<file path="src/rtl/mem_stage_lsu.sv">
// MEM pipeline stage: data-memory load/store over req/gnt/rvalid, load formatting, MEM/WB register.
// Optional build macro MISALIGN_TRAP_EN adds misalign_o and suppresses misaligned H/HU/W accesses.
module mem_stage_lsu #(
  parameter int XLEN = 32
) (
  input  logic            clk_i,
  input  logic            rst_i,
  input  logic            valid_i,
  input  logic [XLEN-1:0] alu_result_i,
  input  logic [XLEN-1:0] store_data_i,
  input  logic [4:0]      rd_addr_i,
  input  logic            reg_write_i,
  input  logic            mem_read_i,
  input  logic            mem_write_i,
  input  logic [2:0]      funct3_i,
  output logic            stall_o,
  output logic            dmem_req_o,
  output logic            dmem_we_o,
  output logic [XLEN-1:0] dmem_addr_o,
  output logic [3:0]      dmem_be_o,
  output logic [XLEN-1:0] dmem_wdata_o,
  input  logic            dmem_gnt_i,
  input  logic            dmem_rvalid_i,
  input  logic [XLEN-1:0] dmem_rdata_i,
  output logic [XLEN-1:0] wb_data_o,
  output logic [4:0]      rd_addr_o,
  output logic            reg_write_o,
  output logic            valid_o
`ifdef MISALIGN_TRAP_EN
  ,
  output logic            misalign_o
`endif
);

  typedef enum logic {IDLE, LOAD_WAIT} state_t;

  state_t     state;
  logic       mem_op;
  logic       misalign;
  logic       issue;
  logic [4:0] ld_rd;
  logic       ld_we;
  logic [2:0] ld_f3;
  logic [1:0] ld_off;

  function automatic logic [XLEN-1:0] fmt_load(input logic [2:0] f3, input logic [1:0] off,
                                               input logic [XLEN-1:0] w);
    logic [7:0]  b;
    logic [15:0] h;
    b = w[{off, 3'b000} +: 8];
    h = off[1] ? w[31:16] : w[15:0];
    case (f3)
      3'b000:  return {{(XLEN-8){b[7]}}, b};
      3'b100:  return {{(XLEN-8){1'b0}}, b};
      3'b001:  return {{(XLEN-16){h[15]}}, h};
      3'b101:  return {{(XLEN-16){1'b0}}, h};
      default: return w;
    endcase
  endfunction

  // Request fields are pure functions of the held EX/MEM inputs, so they stay stable until granted.
  always_comb begin
    // NOTE: every combinational output gets a default first so no path can infer a latch.
    mem_op       = mem_read_i | mem_write_i;
    misalign     = 1'b0;
    dmem_req_o   = 1'b0;
    dmem_we_o    = 1'b0;
    dmem_addr_o  = '0;
    dmem_be_o    = 4'b0000;
    dmem_wdata_o = '0;
`ifdef MISALIGN_TRAP_EN
    case (funct3_i[1:0])
      2'b01:   misalign = mem_op & alu_result_i[0];
      2'b10:   misalign = mem_op & (|alu_result_i[1:0]);
      default: misalign = 1'b0;
    endcase
`endif
    issue = (state == IDLE) && valid_i && mem_op && !misalign;
    if (issue) begin
      dmem_req_o  = 1'b1;
      dmem_we_o   = mem_write_i;
      dmem_addr_o = {alu_result_i[XLEN-1:2], 2'b00};
      case (funct3_i[1:0])
        2'b00: begin
          dmem_be_o    = 4'b0001 << alu_result_i[1:0];
          dmem_wdata_o = {4{store_data_i[7:0]}};
        end
        2'b01: begin
          dmem_be_o    = alu_result_i[1] ? 4'b1100 : 4'b0011;
          dmem_wdata_o = {2{store_data_i[15:0]}};
        end
        default: begin
          dmem_be_o    = 4'b1111;
          dmem_wdata_o = store_data_i;
        end
      endcase
    end
    stall_o = (state == LOAD_WAIT) || (issue && !dmem_gnt_i);
  end

  // NOTE: sequential state uses non-blocking assignments only, so every register samples pre-edge values.
  always_ff @(posedge clk_i or posedge rst_i) begin
    if (rst_i) begin
      state       <= IDLE;
      wb_data_o   <= '0;
      rd_addr_o   <= 5'd0;
      reg_write_o <= 1'b0;
      valid_o     <= 1'b0;
      // NOTE: the captured load context is a handful of flops, not a memory, so it is reset too.
      ld_rd       <= 5'd0;
      ld_we       <= 1'b0;
      ld_f3       <= 3'd0;
      ld_off      <= 2'd0;
`ifdef MISALIGN_TRAP_EN
      misalign_o  <= 1'b0;
`endif
    end else begin
      valid_o <= 1'b0;
      case (state)
        IDLE: begin
          if (valid_i) begin
            if (!mem_op || misalign) begin
              // ALU result, or a trapped access reporting its faulting address.
              wb_data_o   <= alu_result_i;
              rd_addr_o   <= rd_addr_i;
              reg_write_o <= !misalign && reg_write_i && (rd_addr_i != 5'd0);
              valid_o     <= 1'b1;
`ifdef MISALIGN_TRAP_EN
              misalign_o  <= misalign;
`endif
            end else if (dmem_gnt_i) begin
              if (mem_write_i) begin
                wb_data_o   <= alu_result_i;
                rd_addr_o   <= rd_addr_i;
                reg_write_o <= 1'b0;
                valid_o     <= 1'b1;
`ifdef MISALIGN_TRAP_EN
                misalign_o  <= 1'b0;
`endif
              end else begin
                ld_rd  <= rd_addr_i;
                ld_we  <= reg_write_i;
                ld_f3  <= funct3_i;
                ld_off <= alu_result_i[1:0];
                state  <= LOAD_WAIT;
              end
            end
          end
        end
        LOAD_WAIT: begin
          if (dmem_rvalid_i) begin
            wb_data_o   <= fmt_load(ld_f3, ld_off, dmem_rdata_i);
            rd_addr_o   <= ld_rd;
            reg_write_o <= ld_we && (ld_rd != 5'd0);
            valid_o     <= 1'b1;
`ifdef MISALIGN_TRAP_EN
            misalign_o  <= 1'b0;
`endif
            state       <= IDLE;
          end
        end
      endcase
    end
  end

endmodule

</file>
<file path="config.mk">
export PLATFORM = sky130hd
export DESIGN_NAME = mem_stage_lsu
export DESIGN_NICKNAME = d
export VERILOG_FILES = /design/src/rtl/mem_stage_lsu.sv
export SDC_FILE = /design/constraint.sdc
export NUM_CORES = 1
export LEC_CHECK = 0
export CAP_MARGIN = 20
export CORE_MARGIN = 2
export CORE_UTILIZATION = 35
export CTS_BUF_LIST = sky130_fd_sc_hd__clkbuf_4 sky130_fd_sc_hd__clkbuf_8 sky130_fd_sc_hd__clkbuf_16
export DETAILED_ROUTE_END_ITERATION = 6
export PLACE_DENSITY = 0.79
export SLEW_MARGIN = 0
export SYNTH_ARGS = -nofsm -noshare
export SYNTH_HDL_FRONTEND = slang
export SYNTH_SLANG_ARGS = --single-unit
</file>
<file path="constraint.sdc">
create_clock -name clk_i -period 1.7 [get_ports clk_i]
set_input_delay 0.17 -clock clk_i [delete_from_list [all_inputs] [get_ports clk_i]]
set_output_delay 0.17 -clock clk_i [all_outputs]
set_load 0.01 [all_outputs]
</file>
# Word level (Yosys, flattened, before mapping)

Cells that the tools add are included.

Flip-flop bits (word level): 51
Bits of input ports: 112
Output and inout bits: 110
Logic and storage cells: 75

Eq/ne operators: 8
Shift operators: 2
Multiplexer cells: 40
Bitwise operators: 3
Reduce and logical (&&, ||, !) cells: 13

Operators with widths:

| kind                                            | number |
|---|---|
| 2-to-1 mux 32 bit                               | 7 |
| one-hot mux 32 bit (2 select lines)             | 2 |
| one-hot mux 32 bit (4 select lines)             | 1 |
| variable part select 32 x 6 -> 8 bit            | 1 |
| 2-to-1 mux 5 bit                                | 5 |
| 2-to-1 mux 1 bit                                | 17 |
| 2-to-1 mux 16 bit                               | 1 |
| one-hot mux 5 bit (2 select lines)              | 1 |
| nonzero test 5 bit                              | 2 |
| 2-to-1 mux 4 bit                                | 2 |
| one-hot mux 4 bit (2 select lines)              | 1 |
| == test 3 bit, second input constant            | 2 |
| != test 3 bit, second input constant            | 2 |
| one-hot mux 1 bit (2 select lines)              | 3 |
| logical AND 1 bit                               | 5 |
| AND reduction 5 bit                             | 1 |
| != test 2 bit, second input constant            | 2 |
| AND reduction 4 bit                             | 1 |
| << shifter 1 x 2 -> 4 bit, first input constant | 1 |
| == test 3 x 1 -> 1 bit, second input constant   | 1 |
| zero test 3 bit                                 | 1 |
| == test 2 x 1 -> 1 bit, second input constant   | 1 |
| zero test 2 bit                                 | 1 |
| NOT 1 bit                                       | 2 |
| other kinds (3)                                 | 3 |

# Depth between registers and ports, before layout

Word-level depth: 5
Gate-level depth with buffers: 7
Mapped depth without buffers: 5

# Least setup slack after synthesis

Ideal clock, no wire load.

Path type: flip-flop to flip-flop
Start: register ld_off[0]
End: register wb_data_o[16]
Setup time: 0.133 ns
Arrival time: 1.495 ns
Data required time: 1.567 ns
Slack: 0.072 ns
Cell stages (with the launch flop): 6
Path buffers: 1
Clock period less this slack: 1.628 ns
Cell sequence: dfrtp_1 > mux2_2 > a222oi_1 > o31a_4 > buf_6 > a221oi_2

Word-level cells in the longest chain between the ends: 4

RTL lines:

| what                                 | RTL line | source |
|---|---|---|
| start: declaration                   | 44       | `logic [1:0] ld_off;` |
| start signal: assignment             | 144      | `ld_off <= alu_result_i[1:0];` |
| variable part select 32 x 6 -> 8 bit | 50       | `b = w[{off, 3'b000} +: 8];` |
| one-hot mux 32 bit (4 select lines)  | 52       | `case (f3)` |
| 2-to-1 mux 32 bit                    | 151      | `if (dmem_rvalid_i) begin` |
| one-hot mux 32 bit (2 select lines)  | 119      | `case (state)` |
| end signal: assignment               | 124      | `wb_data_o <= alu_result_i;` |
| end signal: assignment               | 133      | `wb_data_o <= alu_result_i;` |
| end signal: assignment               | 152      | `wb_data_o <= fmt_load(ld_f3, ld_off, dmem_rdata_i);` |
| end: declaration                     | 25       | `output logic [XLEN-1:0] wb_data_o,` |

No other way between the ends. The select of a mux whose other input is x is not followed.
A chain may end at the register's enable or synchronous reset.

# Final worst setup path

Start: register state
End: output port dmem_addr_o[9]

Word-level cells in the longest chain between the ends: 4

RTL lines:

| what                           | RTL line | source |
|---|---|---|
| start: declaration             | 37       | `state_t state;` |
| start signal: assignment       | 104      | `state <= IDLE;` |
| start signal: assignment       | 145      | `state <= LOAD_WAIT;` |
| start signal: assignment       | 159      | `state <= IDLE;` |
| NOT 1 bit (no line)            | -        |  |
| logical AND 1 bit (2 in a row) | 78       | `issue = (state == IDLE) && valid_i && mem_op && !misalign;` |
| 2-to-1 mux 32 bit              | 79       | `if (issue) begin` |
| end: declaration               | 19       | `output logic [XLEN-1:0] dmem_addr_o,` |

No other way between the ends.

==> metrics.md <==
| Metric | Value |
|---|---|
| Floorplan core area | `0.0107 mm²` |
| Die height | `108 µm` |
| Pin count of the biggest net entering global routing | `52` |
| Clk root buf | `clkbuf_8` |
| Dominant synthesized flop cell | `dfrtp_1` |
| Static leakage power | `3.18 nW` |
| Mean Syn Cell Area | `8.36 µm²` |
| Total Nets Final | `834` |
| Width of the die | `roughly 110 µm` |
| Total of hold buffers inserted after clock tree synthesis | `0` |
| CTS Buffer Depth | `2` |
| Worst setup endpoint | `dmem_addr_o[9]` |
| Relative area change from synthesis to final layout | `90.1%` |
| Critical-path cell with the highest stage delay | `dfrtp_1` |
| Post-placement worst setup slack | `-448 ps` |
| CP startpoint | `state$_DFF_PP0_` |
| TritonCTS clock tree | `yes` |
| Initial standard-cell utilization of the core | `35.5%` |
| Global-route wire length before repair | `25.5 mm` |
| Post-DR wirelength/cell | `21.5 µm` |
| Worst Reg-to-Reg Cells | `8` |
| Overall die area | `0.0117 mm²` |
| Async SR Flop Fraction | `100%` |
| Most used cells in the layout excluding fill and tap cells | `clkdlybuf4s50_1, buf_4, dfrtp_1, nor2_1, buf_6` |
| Delay-heaviest family, CP | `buffers and inverters` |
| Area of the mapped netlist | `0.00380 mm²` |
| Sequential cell area fraction in the yosys report | `33.6%` |
| HPWL Detailed | `12.3 mm` |
| Endpoint of the most critical register-to-register path | `wb_data_o[5]$_DFFE_PP0P_` |
| Final standard cell area without fillers | `0.00722 mm²` |
| Port buffer count | `219` |
| Vias | `4969` |
| YS warnings | `0` |
| Clock buffer count from CTS | `5` |
| Critical path, cell by cell | `nor2b_2 > buf_6 > buf_12 > clkbuf_16 > and3_1 > buf_2` |
| Clock period minus final worst setup slack | `1780 ps` |
| Final clock period utilization by the worst path | `105%` |
| Max Freq | `562 MHz` |
| Layout cell share with drive strength beyond 1 | `a little under two fifths` |
| Top fanout value on the critical path | `8` |
| Unrepaired setup endpoints after global routing | `true` |
| Global routing usage summed across all routing layers | `28.1%` |
| Areal power density over the cells | `785 mW/mm²` |
| Number of design rule violations left after detail routing | `0` |
| Largest stage delay on the critical path | `410 ps` |
| Worst-skew pair later-pin latency | `about 310 ps` |
| Crit path setup slack, layout | `-78.1 ps` |
| Worst IR drop on VDD | `458 µV` |
| Worst min path class | `in -> async` |
| Skew final | `13.3 ps` |
| Count of flip-flops with a built-in enable after synthesis | `0` |
| Most frequent standard cell in the layout excluding fill and tap cells | `clkdlybuf4s50_1` |
| Leftover overflow at the end of global routing | `0` |
| Clock transition at path regs | `100 ps` |
| Number of global-route vias before repair | `4974` |
| Final GP Congestion | `just under 0.9` |
| Max capacitance violation total | `0` |
| Crit path DAT | `1610 ps` |
| CP Depth | `6` |
| Initial drt markers | `361` |
| Placed cell areas | `approximately 0.0065 mm²` |
| TritonCTS Sinks | `51` |
| Level count of the clock H-tree | `2` |
| Ports placed on the boundary | `about 220` |
| Antenna fix cells | `0` |
| Buffers and inverters on the worst path | `4` |
| Violations in the final reports | `negative setup slack` |
| Core Rows | `38` |
| Status | `complete, but fails checks` |
| Number of instances in the synthesized netlist | `454` |
| Final WL | `18.5 mm` |
| Initial antenna violation count | `0` |
| Required arrival time at the worst endpoint | `1530 ps` |
| Reg-to-Reg Start | `state$_DFF_PP0_` |
| Per-cell via count in the routed design | `between 5 and 6` |
| Critical Path End Type | `output port` |
| Seq cells post-synth | `51` |
| Worst setup path category | `reg -> out` |
| Hold Fails Final Rpt | `0` |
| First-pass DRT Iterations | `5` |
| Count of nets left with antenna violations after detail routing | `0` |
| Number of setup violations in the final report | `65` |
| Worst setup SP type | `flop` |
| Final-report max-slew violation count | `0` |
| Register-to-register setup slack | `-80 ps` |
| Netlist cell types | `47` |
## Yosys cell counts (2+ instances only)
library cell / instances / share of area [%]
a211oi_1: 2 / 0.40
a21oi_1: 35 / 4.6
a221oi_1: 12 / 2.8
a221oi_2: 10 / 4.0
and2_1: 2 / 0.33
and3_1: 38 / 6.3
and3b_1: 6 / 1.4
buf_1: 3 / 0.30
buf_2: 12 / 1.6
buf_4: 4 / 0.79
clkbuf_1: 25 / 2.5
dfrtp_1: 51 / 34
inv_1: 5 / 0.49
mux2_2: 28 / 8.3
mux2i_1: 22 / 5.8
nand2_1: 37 / 3.7
nand2b_1: 2 / 0.33
nand3_1: 15 / 2.0
nor2_1: 53 / 5.2
nor2b_1: 8 / 1.3
nor3_1: 22 / 2.9
o211ai_1: 9 / 1.8
o21a_1: 7 / 1.4
o21ai_0: 20 / 2.6
o22a_1: 2 / 0.46
or2_2: 2 / 0.33
or4_1: 2 / 0.40
## flip-flops by register name, summed over array words and instances (netlist names)
name and flops:
wb_data_o 32, ld_we 1, reg_write_o 1, rd_addr_o 5
valid_o 1, ld_rd 5, ld_f3 3, ld_off 2
state 1
## worst min path at each step
stage	slack (ps)	cells after the start	from	to
floorplan	270	1	dmem_rvalid_i	state$_DFF_PP0_
global placement	490	1	ld_we$_DFFE_PP0P_	ld_we$_DFFE_PP0P_
detailed placement	510	1	wb_data_o[2]$_DFFE_PP0P_	wb_data_o[2]$_DFFE_PP0P_
CTS	220	3	rst_i	wb_data_o[23]$_DFFE_PP0P_
global route	240	3	rst_i	rd_addr_o[1]$_DFFE_PP0P_
finish	210	3	rst_i	ld_rd[1]$_DFFE_PP0P_
## layout make-up
type | instances | area [µm²]
Multi-Input combinational cell | 354 | 2660
Fill cell | 840 | 3480
Timing Repair Buffer | 304 | 2980
Sequential cell | 51 | 1280
Clock buffer | 6 | 82.6
Inverter | 6 | 27.5
Clock inverter | 2 | 16.3
Tap cell | 140 | 175
## through the flow
step                hold slack (ps)  std cells  TNS, ps  power (mW)  utilization, %
global placement                488        835   -30430        4.39            61.2
CTS                             224        852    -2090        5.33            61.9
global route                    237        863    -5900        5.92            67.5
floorplan                       266        455        0        2.97               -
finish                          212        863    -2180        5.67            67.5
detailed placement              506        835   -32400        4.47            61.2
## report_power, final
group / total (mW) / switching, mW / internal, mW / leakage (nW)
sequential: 1.73 / 0.219 / 1.52 / 0.593
combinational: 3.16 / 1.43 / 1.73 / 2.54
clock: 0.780 / 0.446 / 0.334 / 0.0474
total: 5.67 / 2.09 / 3.58 / 3.18
## worst reg2reg max path, stage by stage, from the launching register on
cell and delay, ps:
dfrtp_1 410, nor2b_2 170, buf_6 140, buf_12 110, buf_16 140, o21ai_4 80, nand2_2 100, buf_6 160
mux2_2 350
## per-layer routing
metal | GRT usage [%] | vias to the layer above | routed length, µm
met5 | 0 | - | 0
met4 | 12.0 | 0 | 928
met3 | 4.88 | 70 | 1550
met2 | 53.4 | 315 | 9300
met1 | 30.3 | 2392 | 6740
li1 | - | 2192 | -
## cells by family (layout without fill, tap and decap cells)
logic type	count (synthesis)	in the layout	share of synthesized area, %
flops	51	51	33.6
other cells	1	2	0.0988
mux	50	50	14.1
compound gates	108	109	20.9
simple gates	193	193	25.3
buf+inv	51	318	6.03
## what timing repair did
item	in CTS	in global routing
hold endpoints to repair	0	0
pin swaps	7	17
setup endpoints to repair	101	108
resized for setup	279	122
cloned	2	7
setup buffers	7	6
Power figures use the tool's default switching activity.
